<file path="config.mk">
export PLATFORM = sky130hd
export DESIGN_NAME = gate_unit_arbiter
export DESIGN_NICKNAME = d
export VERILOG_FILES = /design/src/rtl/gate_unit_arbiter.sv
export SDC_FILE = /design/constraint.sdc
export NUM_CORES = 1
export LEC_CHECK = 0
export CORE_MARGIN = 2
export CORE_UTILIZATION = 45
export DETAILED_ROUTE_END_ITERATION = 6
export HOLD_SLACK_MARGIN = 0.08
export PLACE_DENSITY = 0.77
export SYNTH_ARGS = -nofsm -noshare
export SYNTH_HDL_FRONTEND = slang
export SYNTH_SLANG_ARGS = --single-unit
</file>
<file path="constraint.sdc">
create_clock -name clk -period 3.75 [get_ports clk]
set_input_delay 0.375 -clock clk [delete_from_list [all_inputs] [get_ports clk]]
set_output_delay 0.375 -clock clk [all_outputs]
set_load 0.02 [all_outputs]
</file>
<file path="src/rtl/gate_unit_arbiter.sv">
// rtl/gate_unit_arbiter.sv - round-robin arbiter feeding a shared two-input logic gate unit
// One transaction at a time: grant captures operands, EXEC computes, RESP holds until accepted.
module gate_unit_arbiter #(
  parameter int N_REQ = 4,
  parameter int ID_W  = 2
) (
  input  logic                 clk,
  input  logic                 rst_n,
  input  logic [N_REQ-1:0]     req,
  input  logic [N_REQ-1:0]     a_in,
  input  logic [N_REQ-1:0]     b_in,
  input  logic [3*N_REQ-1:0]   op_in,
  output logic [N_REQ-1:0]     gnt,
  output logic                 res_valid,
  output logic                 res_out,
  output logic [ID_W-1:0]      res_id,
  output logic                 res_err,
  input  logic                 res_ready,
  output logic                 busy,
  output logic [7:0]           txn_cnt
);

  typedef enum logic [1:0] {IDLE, EXEC, RESP} state_t;

  localparam logic [ID_W:0] NQ = (ID_W+1)'(N_REQ);

  state_t          state, state_nxt;
  logic [ID_W-1:0] ptr, ptr_nxt, win_id;
  logic            win_found, grant_en;
  logic [ID_W:0]   sum, psum;
  logic            cap_a, cap_b;
  logic [2:0]      cap_op;
  logic [ID_W-1:0] cap_id;
  logic            gate_res, gate_err;

  // Search upward from ptr with wrap; first requesting index wins.
  always_comb begin
    win_found = 1'b0;
    win_id    = '0;
    sum       = '0;
    for (int i = 0; i < N_REQ; i++) begin
      sum = {1'b0, ptr} + (ID_W+1)'(i);
      if (sum >= NQ) sum = sum - NQ;
      if (!win_found && req[sum[ID_W-1:0]]) begin
        win_found = 1'b1;
        win_id    = sum[ID_W-1:0];
      end
    end
  end

  always_comb begin
    psum    = {1'b0, win_id} + (ID_W+1)'(1);
    ptr_nxt = (psum >= NQ) ? '0 : psum[ID_W-1:0];
  end

  assign grant_en = win_found && ((state == IDLE) || ((state == RESP) && res_ready));

  always_ff @(posedge clk or negedge rst_n) begin
    if (!rst_n) state <= IDLE;
    else        state <= state_nxt;
  end

  always_comb begin
    state_nxt = state;
    case (state)
      IDLE:    if (win_found) state_nxt = EXEC;
      EXEC:    state_nxt = RESP;
      RESP:    if (res_ready) state_nxt = win_found ? EXEC : IDLE;
      default: state_nxt = IDLE;
    endcase
  end

  always_comb begin
    busy = (state != IDLE);
  end

  always_comb begin
    gate_res = 1'b0;
    gate_err = 1'b0;
    case (cap_op)
      3'd0:    gate_res = cap_a & cap_b;
      3'd1:    gate_res = cap_a | cap_b;
      3'd2:    gate_res = ~(cap_a & cap_b);
      3'd3:    gate_res = ~(cap_a | cap_b);
      3'd4:    gate_res = cap_a ^ cap_b;
      3'd5:    gate_res = ~(cap_a ^ cap_b);
      default: gate_err = 1'b1;
    endcase
  end

  // Operands are only ever sampled on a grant edge.
  always_ff @(posedge clk or negedge rst_n) begin
    if (!rst_n) begin
      gnt    <= '0;
      ptr    <= '0;
      cap_a  <= 1'b0;
      cap_b  <= 1'b0;
      cap_op <= 3'd0;
      cap_id <= '0;
    end else begin
      gnt <= '0;
      if (grant_en) begin
        gnt    <= N_REQ'(1) << win_id;
        ptr    <= ptr_nxt;
        cap_a  <= a_in[win_id];
        cap_b  <= b_in[win_id];
        cap_op <= op_in[win_id*3 +: 3];
        cap_id <= win_id;
      end
    end
  end

  always_ff @(posedge clk or negedge rst_n) begin
    if (!rst_n) begin
      res_valid <= 1'b0;
      res_out   <= 1'b0;
      res_err   <= 1'b0;
      res_id    <= '0;
      txn_cnt   <= 8'd0;
    end else begin
      if (state == EXEC) begin
        res_valid <= 1'b1;
        res_out   <= gate_res;
        res_err   <= gate_err;
        res_id    <= cap_id;
      end else if ((state == RESP) && res_ready) begin
        res_valid <= 1'b0;
      end
      if (res_valid && res_ready) txn_cnt <= txn_cnt + 8'd1;
    end
  end

endmodule

</file>
; Yosys cells after proc, flatten, opt, wreduce, memory -nomap -nowiden
; Index checks and enable logic that the tools add are counted.
[totals]
register_bits = 28
in_bits = 27
output_inout_bits = 18
[classes]
add_sub_neg = 9
n_mul = 1
n_lt_le_gt_ge = 10
eq_ne = 9
shift = 2
mux = 34
n_bitwise = 6
reduce_logical = 16
[ops]
columns = op, count
row1 = $mux 2, 11
row2 = $lt 2x3->1 const B, 5
row3 = $mux 1, 14
row4 = $bmux 1 s2, 6
row5 = $ge 3x3->1 const B, 4
row6 = $shiftx 12x5->3, 1
row7 = $add 8x1->8 const B, 1
row8 = $sub 2x1->2 const B, 4
row9 = $add 2x1->3 const B, 2
row10 = $add 2x2->3 const B, 2
row11 = $eq 3x2->1 const B, 2
row12 = $eq 3x3->1 const B, 2
row13 = $logic_and 1x1->1, 6
row14 = $pmux 1 s6, 1
row15 = $pmux 2 s3, 1
row16 = $reduce_or 6->1, 1
row17 = $mul 2x2->4 const B, 1
row18 = $mux 4, 1
row19 = $ne 2x2->1 const B, 2
row20 = $reduce_bool 2->1, 2
row21 = $shl 1x2->4 const A, 1
row22 = $eq 3x1->1 const B, 1
row23 = $ge 2x3->1 const B, 1
row24 = $logic_not 1->1, 3
row25 = other kinds (10), 12

; Logic depth before layout (Yosys ltp)
[depth]
word_depth = 17
mapped_depth = 8
mapped_depth_nobuf = 7

; Least setup slack after synthesis
; OpenSTA, ideal clock, no wires.
[synth_path]
path_kind = flip-flop to flip-flop
from = register state[1]
to = register cap_a
setup_time_ns = 0.086
t_arrival_ns = 1.523
path_slack_ns = 2.141
path_stages_with_launch = 9
period_less_slack_ns = 1.609
path_cell_list = dfrtp_1 > nor2b_1 > or3_1 > buf_6 > clkinv_4 > buf_12 > o211ai_1 > mux2_2 > o221ai_2
[synth_between]
elab_chain_len = 4
[synth_rtl]
columns = element, line_no
row1 = from (decl), 27  ; state_t state, state_nxt;
row2 = from (signal assigned), 60  ; else state <= state_nxt;
row3 = $eq 2x2->1, 56  ; assign grant_en = win_found && ((state == IDLE) || ((state == RESP) && res_ready));
row4 = $logic_and 1x1->1, 56
row5 = $logic_or 1x1->1 *, 56
row6 = $logic_and 1x1->1 *, 56
row7 = to (signal assigned), 105  ; cap_a <= a_in[win_id];
row8 = to (decl), 31  ; logic cap_a, cap_b;
; Every way passes the cells marked *; elsewhere a longest branch is shown, timed or not.
; A chain may end at the register's enable or synchronous reset.

; Worst setup path after layout
[layout_path]
from = input req[3]
to = register cap_op[0]
[layout_between]
elab_chain_len = 14
[layout_rtl]
columns = element, line_no
row1 = from (decl), 9  ; input logic [N_REQ-1:0] req,
row2 = $bmux 1 s2, 44  ; if (!win_found && req[sum[ID_W-1:0]]) begin
row3 = $mux 1 (implied by the code), 44
row4 = $mux 1, 44
row5 = $logic_not 1->1, 44
row6 = $logic_and 1x1->1, 44
row7 = $mux 1, 44
row8 = $logic_not 1->1, 44
row9 = $logic_and 1x1->1, 44
row10 = $mux 1, 44
row11 = $logic_not 1->1, 44
row12 = $logic_and 1x1->1, 44
row13 = $mux 2, 44
row14 = $mul 2x2->4, 107  ; cap_op <= op_in[win_id*3 +: 3];
row15 = $shiftx 12x5->3, 107
row16 = to (signal assigned), 107
row17 = to (decl), 32  ; logic [2:0] cap_op;
; Several ways; a longest one is shown, not always the timed one. The select of a mux whose other input is x is not followed.

==> summary.txt <==
core area -> 0.00308 sq mm
final hold violations -> 0
DIE AREA -> 0.00372 sq mm
Tmin final -> 2.18 ns
Setup CP Type -> input pin to register
first-pass GRT wire length -> 5180 um
critical path peak fanout -> 11
post-DR vias/cell -> 5.20
CTS Root Cell -> clkbuf_4
drt total wl -> 2940 um
Synth async-reset ratio -> 1.00
num ports -> 45
post-synthesis sequential area ratio -> 0.479
TritonCTS clock tree -> done
Fmax -> 459 MHz
gr usage total -> 0.184
Post-synth EDFFs -> 0
Yosys top cell by area -> dfrtp_1
DRT met1 WL -> 1290 um
slowest library cell on the worst path -> nor2_1
syn nets -> 168
Synth Register Bits -> 28
Post-Syn Instances -> 137
routed length per placed instance -> 13.0 um
nets -> 214
1st-pass router iterations -> 4
Die Width -> 61.0 um
# fillers -> 249
CP peak stage delay -> 0.78 ns
Final period util -> 0.581
vias -> 1176
Yosys top cell area share -> 0.479
setup TNS -> 0 ns
Worst setup EP type -> register
proportion of layout cells with a drive suffix above 1 -> 0.104
initial cell density of the core -> 0.475
Iter 0 DRT Violations -> 41
outcome -> finished, final reports clean
wire length on met2 -> 1490 um
clock tree sinks -> 28
worst hold path type -> input pin to async pin
Setup Skew -> 0.00922 ns
critical path launch point type -> input pin
Most used DFF post-synth -> dfrtp_1
top cells by area, synth -> dfrtp_1, o211ai_1, mux2_2, mux2i_1, nand2_1
Inst Count DP -> 222
post-CTS sizing -> 0
CTS Buf Count -> 3
Antenna Cells -> 0
Worst EP arrival -> 2.44 ns
Core Util, Final -> 0.642
initial antenna violation count -> 0
RSZ-0062 raised after global routing -> false
gp weighted congestion -> 0.734
# DRC -> 0
worst skew pair latency -> 0.33 ns
ANT nets after route -> 0
Clock transition at path regs -> 0.15 ns
number of global-route vias before repair -> 1231
PD cells -> 766 mW/mm^2
Cell variety after synth -> 32
dpl hpwl -> 2330 um
Leak -> 0.000834 uW
Area Overhead vs Synth -> 35.2%
Worst-Margin Slew -> 1.01 ns
max_slew headroom -> 0.327
most frequent cells in the layout -> clkdlybuf4s50_1, dfrtp_1, nand2_1
max cap viols -> 0
wire length on met3 -> 126 um
hold_buf cts -> 0
Die H -> 61.0 um
row count -> 20
average cell area after synthesis -> 10.7 sq um
most common cell after layout, fill and taps aside -> clkdlybuf4s50_1
final setup fails -> 0
worst-path cell chain -> clkdlybuf4s50_1 -> mux2i_1 -> o2bb2ai_1 -> nor2_1 -> mux2_2 -> o211ai_1
postcts setup bufs -> 0
Clock Path Buffers -> 2
Cell Count, Final, Fillers Out -> 226
port bufs -> 44
worst vdd ir -> 0.347 mV
Worst EP required -> 4.01 ns
H-Tree Depth -> 1
Yosys warning total -> 0
WHS -> 0.398 ns
mapped cell area -> 0.00146 sq mm
highest routed metal layer -> met4
Final Max Slew Viols -> 0
maximum number of pins on one net before global-route repair -> 29
grt ovf -> 0
==> area by class of cell <==
class                   count  area [sq um]  share of cell area
inverters                   6          27.5              0.0139
multi-input cells          98           686               0.347
clock inverters             1          30.0              0.0152
clock buffers               3          22.5              0.0114
flip-flops and latches     28           701               0.354
well taps                  44          55.1              0.0278
repair buffers             46           455               0.230
==> state kept, by name, indices dropped and copies added, names as in the netlist, 2 cells and up <==
signal   cells
cap_op       3
txn_cnt      8
gnt          4
ptr          2
res_id       2
cap_id       2
state        2
==> path summary, 6_finish.rpt <==
check	from	to	slack (ns)	depth (start not counted)
setup reg to reg	ptr[1]	cap_op[0]	1.60	5
min in group clk	state[1]	res_valid	0.49	1
hold reg to reg	state[1]	res_valid	0.49	1
setup / recovery	req[3]	cap_op[0]	1.57	6
max in group asynchronous	rst_n	gnt[2]	3.09	2
hold / removal	rst_n	cap_id[1]	0.40	2
==> synthesized netlist by cell type (all sizes together) (4+ instances only) <==
cell and instances:
buf 5, mux2 8, ha 4, mux2i 8
o21ai 4, dfrtp 28, nand2 19, nor2 11
inv 5, o211ai 13, xnor2 6
==> metrics by stage <==
stage                     setup slack (ns)  power [uW]  instance area (sq um)
final                                 1.57        1510                   1980
after global routing                  1.41        1640                   1980
after global placement                1.31        1290                   1920
after CTS                             1.55        1530                   1980
after detailed placement              1.18        1330                   1920
after floorplan                       2.14        1080                   1460
==> layer usage <==
layer	vias up	global-route usage
met1	571	0.211
met5	-	0
li1	568	-
met3	2	0.0231
met2	35	0.349
met4	0	0.0683
==> power by group <==
part / switching, uW / leakage (uW) / total, uW / internal [uW]
sequential: 113 / 0.000351 / 545 / 432
combinational: 391 / 0.000455 / 771 / 380
clock: 90.6 / 0.0000279 / 199 / 108
==> critical path, delay by kind of cell <==
kind,cells,cell delay (ns)
compound gates,2,0.23
simple gates,1,0.78
buf+inv,1,0.53
mux,2,0.53
==> cells by family (layout without fill, tap and decap cells) <==
| family | after synthesis | in the layout | synth area share |
|---|---|---|---|
| flops | 28 | 28 | 0.479 |
| buf+inv | 11 | 56 | 0.0522 |
| compound gates | 25 | 25 | 0.127 |
| simple gates | 44 | 44 | 0.137 |
| xor+xnor | 9 | 9 | 0.0539 |
| fa+ha+maj | 4 | 4 | 0.0342 |
| mux | 16 | 16 | 0.116 |
Power figures use the tool's default switching activity.
